### config.mk
export PLATFORM = sky130hd
export DESIGN_NAME = mem_bus_arbiter
export DESIGN_NICKNAME = d
export VERILOG_FILES = /design/src/rtl/mem_bus_arbiter.sv
export SDC_FILE = /design/constraint.sdc
export NUM_CORES = 1
export LEC_CHECK = 0
export BUFFER_PORTS_ARGS = -buffer_cell sky130_fd_sc_hd__buf_2
export CORE_AREA = 2 2 128 130
export DETAILED_ROUTE_END_ITERATION = 6
export DIE_AREA = 0 0 130 132
export GPL_ROUTABILITY_DRIVEN = 0
export GPL_TIMING_DRIVEN = 0
export PLACE_DENSITY = 0.49
export SYNTH_ARGS = -nofsm -noshare
export SYNTH_HDL_FRONTEND = slang
export SYNTH_SLANG_ARGS = --single-unit
### constraint.sdc
create_clock -name clk -period 2.1 [get_ports clk]
set_clock_uncertainty 0.05 [all_clocks]
set_input_delay 0.105 -clock clk [delete_from_list [all_inputs] [get_ports clk]]
set_output_delay 0.105 -clock clk [all_outputs]
set_load 0.02 [all_outputs]
### src/rtl/mem_bus_arbiter.sv
// Two-master, single-outstanding memory bus arbiter with response routing and a response watchdog.
// Define MEM_ARB_RR_EN for round-robin arbitration; otherwise m1 (debug) has fixed priority.
module mem_bus_arbiter #(
  parameter int ADDR_W  = 32,
  parameter int DATA_W  = 32,
  parameter int TIMEOUT = 255
) (
  input  logic              clk,
  input  logic              rst_n,
  input  logic              dbg_halted_i,

  input  logic              m0_req_valid_i,
  output logic              m0_req_ready_o,
  input  logic [ADDR_W-1:0] m0_addr_i,
  input  logic [DATA_W-1:0] m0_wdata_i,
  input  logic [3:0]        m0_wen_i,
  output logic              m0_rsp_valid_o,
  input  logic              m0_rsp_ready_i,
  output logic [DATA_W-1:0] m0_rdata_o,
  output logic              m0_err_o,

  input  logic              m1_req_valid_i,
  output logic              m1_req_ready_o,
  input  logic [ADDR_W-1:0] m1_addr_i,
  input  logic [DATA_W-1:0] m1_wdata_i,
  input  logic [3:0]        m1_wen_i,
  output logic              m1_rsp_valid_o,
  input  logic              m1_rsp_ready_i,
  output logic [DATA_W-1:0] m1_rdata_o,
  output logic              m1_err_o,

  output logic              s_req_valid_o,
  input  logic              s_req_ready_i,
  output logic [ADDR_W-1:0] s_addr_o,
  output logic [DATA_W-1:0] s_wdata_o,
  output logic [3:0]        s_wen_o,
  input  logic              s_rsp_valid_i,
  output logic              s_rsp_ready_o,
  input  logic [DATA_W-1:0] s_rdata_i,

  output logic [7:0]        timeout_cnt_o
);

  localparam logic [7:0] TO_LIMIT = 8'(TIMEOUT);

  typedef enum logic [1:0] {
    IDLE     = 2'd0,
    WAIT_RSP = 2'd1,
    ERR_RSP  = 2'd2,
    DRAIN    = 2'd3
  } state_e;

  state_e      state_q, state_d;
  logic        owner_q, owner_d;
  logic [7:0]  wdog_q, wdog_d;
  logic [7:0]  tcnt_q, tcnt_d;
  logic        drained_q, drained_d;

  logic        elig0, elig1;
  logic        win_vld, win;
  logic        req_hs;

  logic        rsp_valid;
  logic        rsp_err;
  logic [DATA_W-1:0] rsp_rdata;
  logic        owner_rsp_ready;

  assign elig0   = m0_req_valid_i & ~dbg_halted_i;
  assign elig1   = m1_req_valid_i;
  assign win_vld = elig0 | elig1;

`ifdef MEM_ARB_RR_EN
  logic last_q, last_d;

  // On a tie the master not granted last time wins.
  always_comb begin
    win = elig1;
    if (elig0 && elig1) begin
      win = ~last_q;
    end
  end

  always_comb begin
    last_d = last_q;
    if (req_hs) begin
      last_d = win;
    end
  end

  always_ff @(posedge clk or negedge rst_n) begin
    if (!rst_n) begin
      last_q <= 1'b0;
    end else begin
      last_q <= last_d;
    end
  end
`else
  always_comb begin
    win = elig1;
  end
`endif

  assign req_hs          = (state_q == IDLE) & win_vld & s_req_ready_i;
  assign owner_rsp_ready = owner_q ? m1_rsp_ready_i : m0_rsp_ready_i;

  // Request path: winner's fields drive the slave only while idle.
  always_comb begin
    s_req_valid_o  = 1'b0;
    s_addr_o       = '0;
    s_wdata_o      = '0;
    s_wen_o        = '0;
    m0_req_ready_o = 1'b0;
    m1_req_ready_o = 1'b0;
    if (rst_n && state_q == IDLE && win_vld) begin
      s_req_valid_o  = 1'b1;
      s_addr_o       = win ? m1_addr_i  : m0_addr_i;
      s_wdata_o      = win ? m1_wdata_i : m0_wdata_i;
      s_wen_o        = win ? m1_wen_i   : m0_wen_i;
      m0_req_ready_o = ~win & s_req_ready_i;
      m1_req_ready_o =  win & s_req_ready_i;
    end
  end

  always_comb begin
    state_d       = state_q;
    owner_d       = owner_q;
    wdog_d        = wdog_q;
    tcnt_d        = tcnt_q;
    drained_d     = drained_q;
    rsp_valid     = 1'b0;
    rsp_err       = 1'b0;
    rsp_rdata     = '0;
    s_rsp_ready_o = 1'b0;

    unique case (state_q)
      IDLE: begin
        if (req_hs) begin
          owner_d   = win;
          wdog_d    = '0;
          drained_d = 1'b0;
          state_d   = WAIT_RSP;
        end
      end

      WAIT_RSP: begin
        rsp_valid     = s_rsp_valid_i;
        rsp_rdata     = s_rdata_i;
        s_rsp_ready_o = owner_rsp_ready;
        // A handshake in the same cycle the watchdog expires still wins.
        if (s_rsp_valid_i && owner_rsp_ready) begin
          state_d = IDLE;
        end else if (wdog_q == TO_LIMIT) begin
          state_d = ERR_RSP;
          tcnt_d  = (tcnt_q == 8'hFF) ? tcnt_q : tcnt_q + 8'd1;
        end else begin
          wdog_d = wdog_q + 8'd1;
        end
      end

      ERR_RSP: begin
        rsp_valid     = 1'b1;
        rsp_err       = 1'b1;
        s_rsp_ready_o = 1'b1;
        if (s_rsp_valid_i) begin
          drained_d = 1'b1;
        end
        if (owner_rsp_ready) begin
          state_d = DRAIN;
        end
      end

      DRAIN: begin
        // Swallow one late slave response so it never reaches the next owner.
        if (drained_q) begin
          drained_d = 1'b0;
          state_d   = IDLE;
        end else begin
          s_rsp_ready_o = 1'b1;
          if (s_rsp_valid_i) begin
            state_d = IDLE;
          end
        end
      end

      default: begin
        state_d = IDLE;
      end
    endcase

    if (!rst_n) begin
      s_rsp_ready_o = 1'b0;
      rsp_valid     = 1'b0;
      rsp_err       = 1'b0;
      rsp_rdata     = '0;
    end
  end

  // Response demux to the owning master.
  always_comb begin
    m0_rsp_valid_o = rsp_valid & ~owner_q;
    m1_rsp_valid_o = rsp_valid &  owner_q;
    m0_err_o       = rsp_err   & ~owner_q;
    m1_err_o       = rsp_err   &  owner_q;
    m0_rdata_o     = owner_q ? '0 : rsp_rdata;
    m1_rdata_o     = owner_q ? rsp_rdata : '0;
  end

  always_ff @(posedge clk or negedge rst_n) begin
    if (!rst_n) begin
      state_q   <= IDLE;
      owner_q   <= 1'b0;
      wdog_q    <= '0;
      tcnt_q    <= '0;
      drained_q <= 1'b0;
    end else begin
      state_q   <= state_d;
      owner_q   <= owner_d;
      wdog_q    <= wdog_d;
      tcnt_q    <= tcnt_d;
      drained_q <= drained_d;
    end
  end

  assign timeout_cnt_o = tcnt_q;

endmodule

==> impl.org <==
** Status
- Outcome :: complete, no violations

** Logic synthesis
- Synthesis produced a netlist with a net count of 546.
- In this run, synthesis produced a sequential element count of 20.
- The area fraction in compound gates after synthesis is 0.100.
- Of the total synthesized cell area, the portion taken by full adders, half adders and majority gates is 0.0313.
- For this run, the leading register cell type out of synthesis is sky130_fd_sc_hd__dfrtp_1.
- Post-Synth Simple-Gate Area :: 0.344
- Multiplexer fraction of the synthesized cell area :: 0.281
- The synthesized netlist contains 44 unique library cells.
- Of the total synthesized cell area, the portion taken by XOR and XNOR cells is 0.0219.
- After synthesis, the largest family of logic cells by area is simple AND/OR/NAND/NOR gates.
- Instance count of the mapped netlist :: 362
- Share of synthesized flip-flops with an asynchronous set or reset :: 1.00
- Number of warning messages in the yosys log :: 0
- Count of flip-flops with a built-in enable after synthesis :: 0
- Post-synth design cell area :: 0.00280 mm^2
- Average footprint of a synthesized cell :: 7.74 um^2
- Of the synthesized area, sequential elements account for 0.179.

** Floorplan
- The initialized floorplan defines 46 standard-cell rows.
- The core region is 0.0157 mm^2.
- Area of the die :: 0.0172 mm^2
- The initial utilization of the core area, before any placement, comes to 0.178.
- In this run the count of I/O pins placed on the die edge is 325.
- DIE HEIGHT :: 132 um
- Die X-Extent :: 130 um

** Clocking
- The cell sitting at the root of the clock tree is a sky130_fd_sc_hd__clkbuf_16.
- Buffer depth of the longest clock path :: 2
- CTS HTree Levels :: 1
- Clock tree from TritonCTS :: done
- Number of clock sinks :: 20
- The later pin in the worst-skew pair is clocked with a latency of 0.25 ns.
- Clock slew seen by the registers of the worst setup and hold paths :: 0.06 ns
- Total clock buffers created by CTS :: 3

** Run
- Reported max-cap violation count :: 0

** Power
- In this run the power spent charging and discharging nets is 1610 uW.
- Internal power :: 1770 uW
- The design draws 3380 uW.
- The share of total power dissipated in the clock network is 0.156.
- The share of total power dissipated in combinational logic is 0.700.
- The share of total power dissipated in sequential elements is 0.144.
- Cell leakage power :: 0.00292 uW
- Of the total power, the share spent switching nets is 0.475.
- Peak supply drop :: 0.000353 V
- Power spread over the standard cell area amounts to 690 mW/mm^2.

** Cells and area
- Finished layout cell area :: 0.00490 mm^2
- Fill cells in the final layout number 1,753.
- In the final layout, flip-flops and latches occupy 500 um^2.
- Signed area change from the synthesized netlist to the final layout :: 74.9%
- N_diodes :: 0
- For this run, the post-layout net count is 881.
- Fraction of final layout cells with drive strength greater than 1 :: 0.523
- Leaving out fill and tap cells, the most frequent cell in the layout is sky130_fd_sc_hd__buf_2.
- The multi-input combinational cells in the finished layout cover a total of 0.00220 mm^2.
- In the layout the commonest cells are sky130_fd_sc_hd__buf_2, sky130_fd_sc_hd__nor2_1, sky130_fd_sc_hd__mux2i_1.

** Worst setup path
- The worst register-to-register path begins at state_q[0].
- For flop-to-flop paths, the worst setup slack is 0.09 ns.
- STA puts the critical path data required time at 2.23 ns.
- Along the worst path, the maximum fanout reaches 8.
- Kind of critical path :: register to register
- STA classifies the critical path startpoint as a register.
- For the worst setup path, the data arrival time is 2.13 ns.
- STA classifies the critical path endpoint as a register.
- In this run the worst setup path begins at state_q[0].

** GRT
- Via count of the first global-routing pass :: 3,512
- Summed over all layers, the global routing overflow is 0.
- Wire length of the first global-routing pass :: 19.2 mm
- Maximum number of pins on one net before global-route repair :: 21
- In the global route stage, overall resource usage came out at 0.143.
- Antenna violations before repair :: 0

** STA
- Timing would allow up to 0.498 GHz.
- Max-slew violations :: 0
- In the finished design, the share of the clock period the worst path needs comes to 0.956.
- Unrepaired setup endpoints after global routing :: yes
- Total setup violations reported at the end of the flow :: 0
- Final count of hold timing violations :: 0
- Final TNS setup :: 0 ns
- The worst pin sits at a relative slew slack of 0.345.
- The worst path needs 2.01 ns of the cycle, external delays included.
- For the pin with the worst max-slew slack, the measured transition is 0.979 ns.

** Placement
- Once placement finished, the instance area stood at 0.00469 mm^2.
- Buffers placed on the I/O ports in this run total 323.
- Detailed placement finished with a half-perimeter wire length of 11.8 mm.

** Route
- Avg WL per Cell :: 14.7 um
- The pre-antenna-repair detailed-routing pass consisted of 4 iterations.
- For this run, design rule violations remaining after detail routing come to 0.
- After detailed routing, the number of vias per cell comes to 4.19.
- After detailed routing, the total wire length is 13.5 mm.
- Iter 0 DRT Violations :: 58
- Number of vias after detailed routing :: 3,819
- The count of nets left with antenna violations once routing finished came out at 0.

** Min path
- The worst hold path begins at s_req_ready_i.
- In this run the worst hold path is classified as input port to register.
-- flip-flops by register name, indices dropped and copies added, names as in the netlist, named ones only --
register       flops
timeout_cnt_o      8
state_q            1
owner_q            1
wdog_q             8
drained_q          1
-- worst paths after layout --
check,endpoint,depth (start not counted)
worst max register to register,wdog_q[4],6
worst max-delay path,wdog_q[4],6
min in group asynchronous,timeout_cnt_o[4],2
worst min-delay path,owner_q,2
max in group asynchronous,asynchronous set/reset pin,2
worst min register to register,timeout_cnt_o[6],1
-- layer usage --
layer,wire length [um],vias to the layer above,GRT usage
met5,0,-,0
met4,128,0,0.0179
met3,1240,6,0.0337
met2,7260,208,0.294
met1,4830,1697,0.144
li1,-,1908,-
-- synthesized netlist by cell type (2+ instances only) --
cell | count | area share
sky130_fd_sc_hd__clkbuf_1 | 22 | 0.029
sky130_fd_sc_hd__o211ai_1 | 4 | 0.011
sky130_fd_sc_hd__and2_1 | 64 | 0.14
sky130_fd_sc_hd__mux2_1 | 3 | 0.012
sky130_fd_sc_hd__nor3b_1 | 4 | 0.011
sky130_fd_sc_hd__xnor2_1 | 7 | 0.022
sky130_fd_sc_hd__inv_1 | 5 | 0.0067
sky130_fd_sc_hd__nand2_1 | 13 | 0.017
sky130_fd_sc_hd__o21ai_0 | 5 | 0.0089
sky130_fd_sc_hd__ha_1 | 7 | 0.031
sky130_fd_sc_hd__mux2i_1 | 73 | 0.26
sky130_fd_sc_hd__or4b_1 | 2 | 0.0071
sky130_fd_sc_hd__a21oi_1 | 3 | 0.0054
sky130_fd_sc_hd__o21bai_1 | 3 | 0.0080
sky130_fd_sc_hd__and3_1 | 4 | 0.0089
sky130_fd_sc_hd__dfrtp_1 | 20 | 0.18
sky130_fd_sc_hd__and4_1 | 2 | 0.0063
sky130_fd_sc_hd__o211ai_2 | 2 | 0.0089
sky130_fd_sc_hd__nor2_1 | 75 | 0.10
sky130_fd_sc_hd__nand4_1 | 2 | 0.0045
sky130_fd_sc_hd__nand3_1 | 13 | 0.023
sky130_fd_sc_hd__a2111oi_2 | 3 | 0.016
sky130_fd_sc_hd__nor2b_1 | 5 | 0.011
-- area by class of cell --
cell class / count / area share
clock inverter: 1 / 0.00613
buffer: 25 / 0.0240
sequential: 20 / 0.102
multi-input combinational: 311 / 0.450
tap: 216 / 0.0552
timing repair buffer: 330 / 0.342
inverter: 6 / 0.00460
clock buffer: 3 / 0.0153
-- stage by stage --
stage          cells   util  setup WS [ns]  hold WS (ns)
6_report         912  0.312         0.0932         0.147
5_1_grt          912  0.312       -0.00146         0.157
4_1_cts          908  0.309       -0.00432         0.158
3_5_place_dp     901  0.298         -0.124        0.0923
3_3_place_gp     901  0.298         -0.109        0.0999
2_1_floorplan    362      -         0.0766        -0.241
-- cell families after synthesis --
group / count (synthesis)
adders and majority gates: 7
buffers and inverters: 31
and+or+nand+nor: 188
xor gates and xnor gates: 7
muxes: 77
DFF: 20
AOI/OAI and AO/OA: 32
-- power groups by stage --
stage	sequential [uW]	combinational [uW]	clock, uW
3_3_place_gp	489	2220	0
2_1_floorplan	480	1440	0
6_report	485	2370	529
4_1_cts	483	2300	540
3_5_place_dp	490	2210	0
5_1_grt	493	2580	558
-- critical path, cell delays in order, from the launching register on --
cell                       delay, ns
sky130_fd_sc_hd__dfrtp_1        0.40
sky130_fd_sc_hd__inv_2          0.08
sky130_fd_sc_hd__ha_4           0.19
sky130_fd_sc_hd__nor2b_1        0.15
sky130_fd_sc_hd__a211o_4        0.37
sky130_fd_sc_hd__or4b_1         0.55
sky130_fd_sc_hd__o211ai_2       0.14
-- what timing repair did --
action | in CTS | in global routing
resized for setup | 17 | 12
setup buffers | 2 | 4
hold buffers | 1 | 0
pin swaps | 0 | 1
endpoints found under the hold margin | 20 | 0
endpoints found under the setup margin | 137 | 98
(Power assumes the default switching activity.)
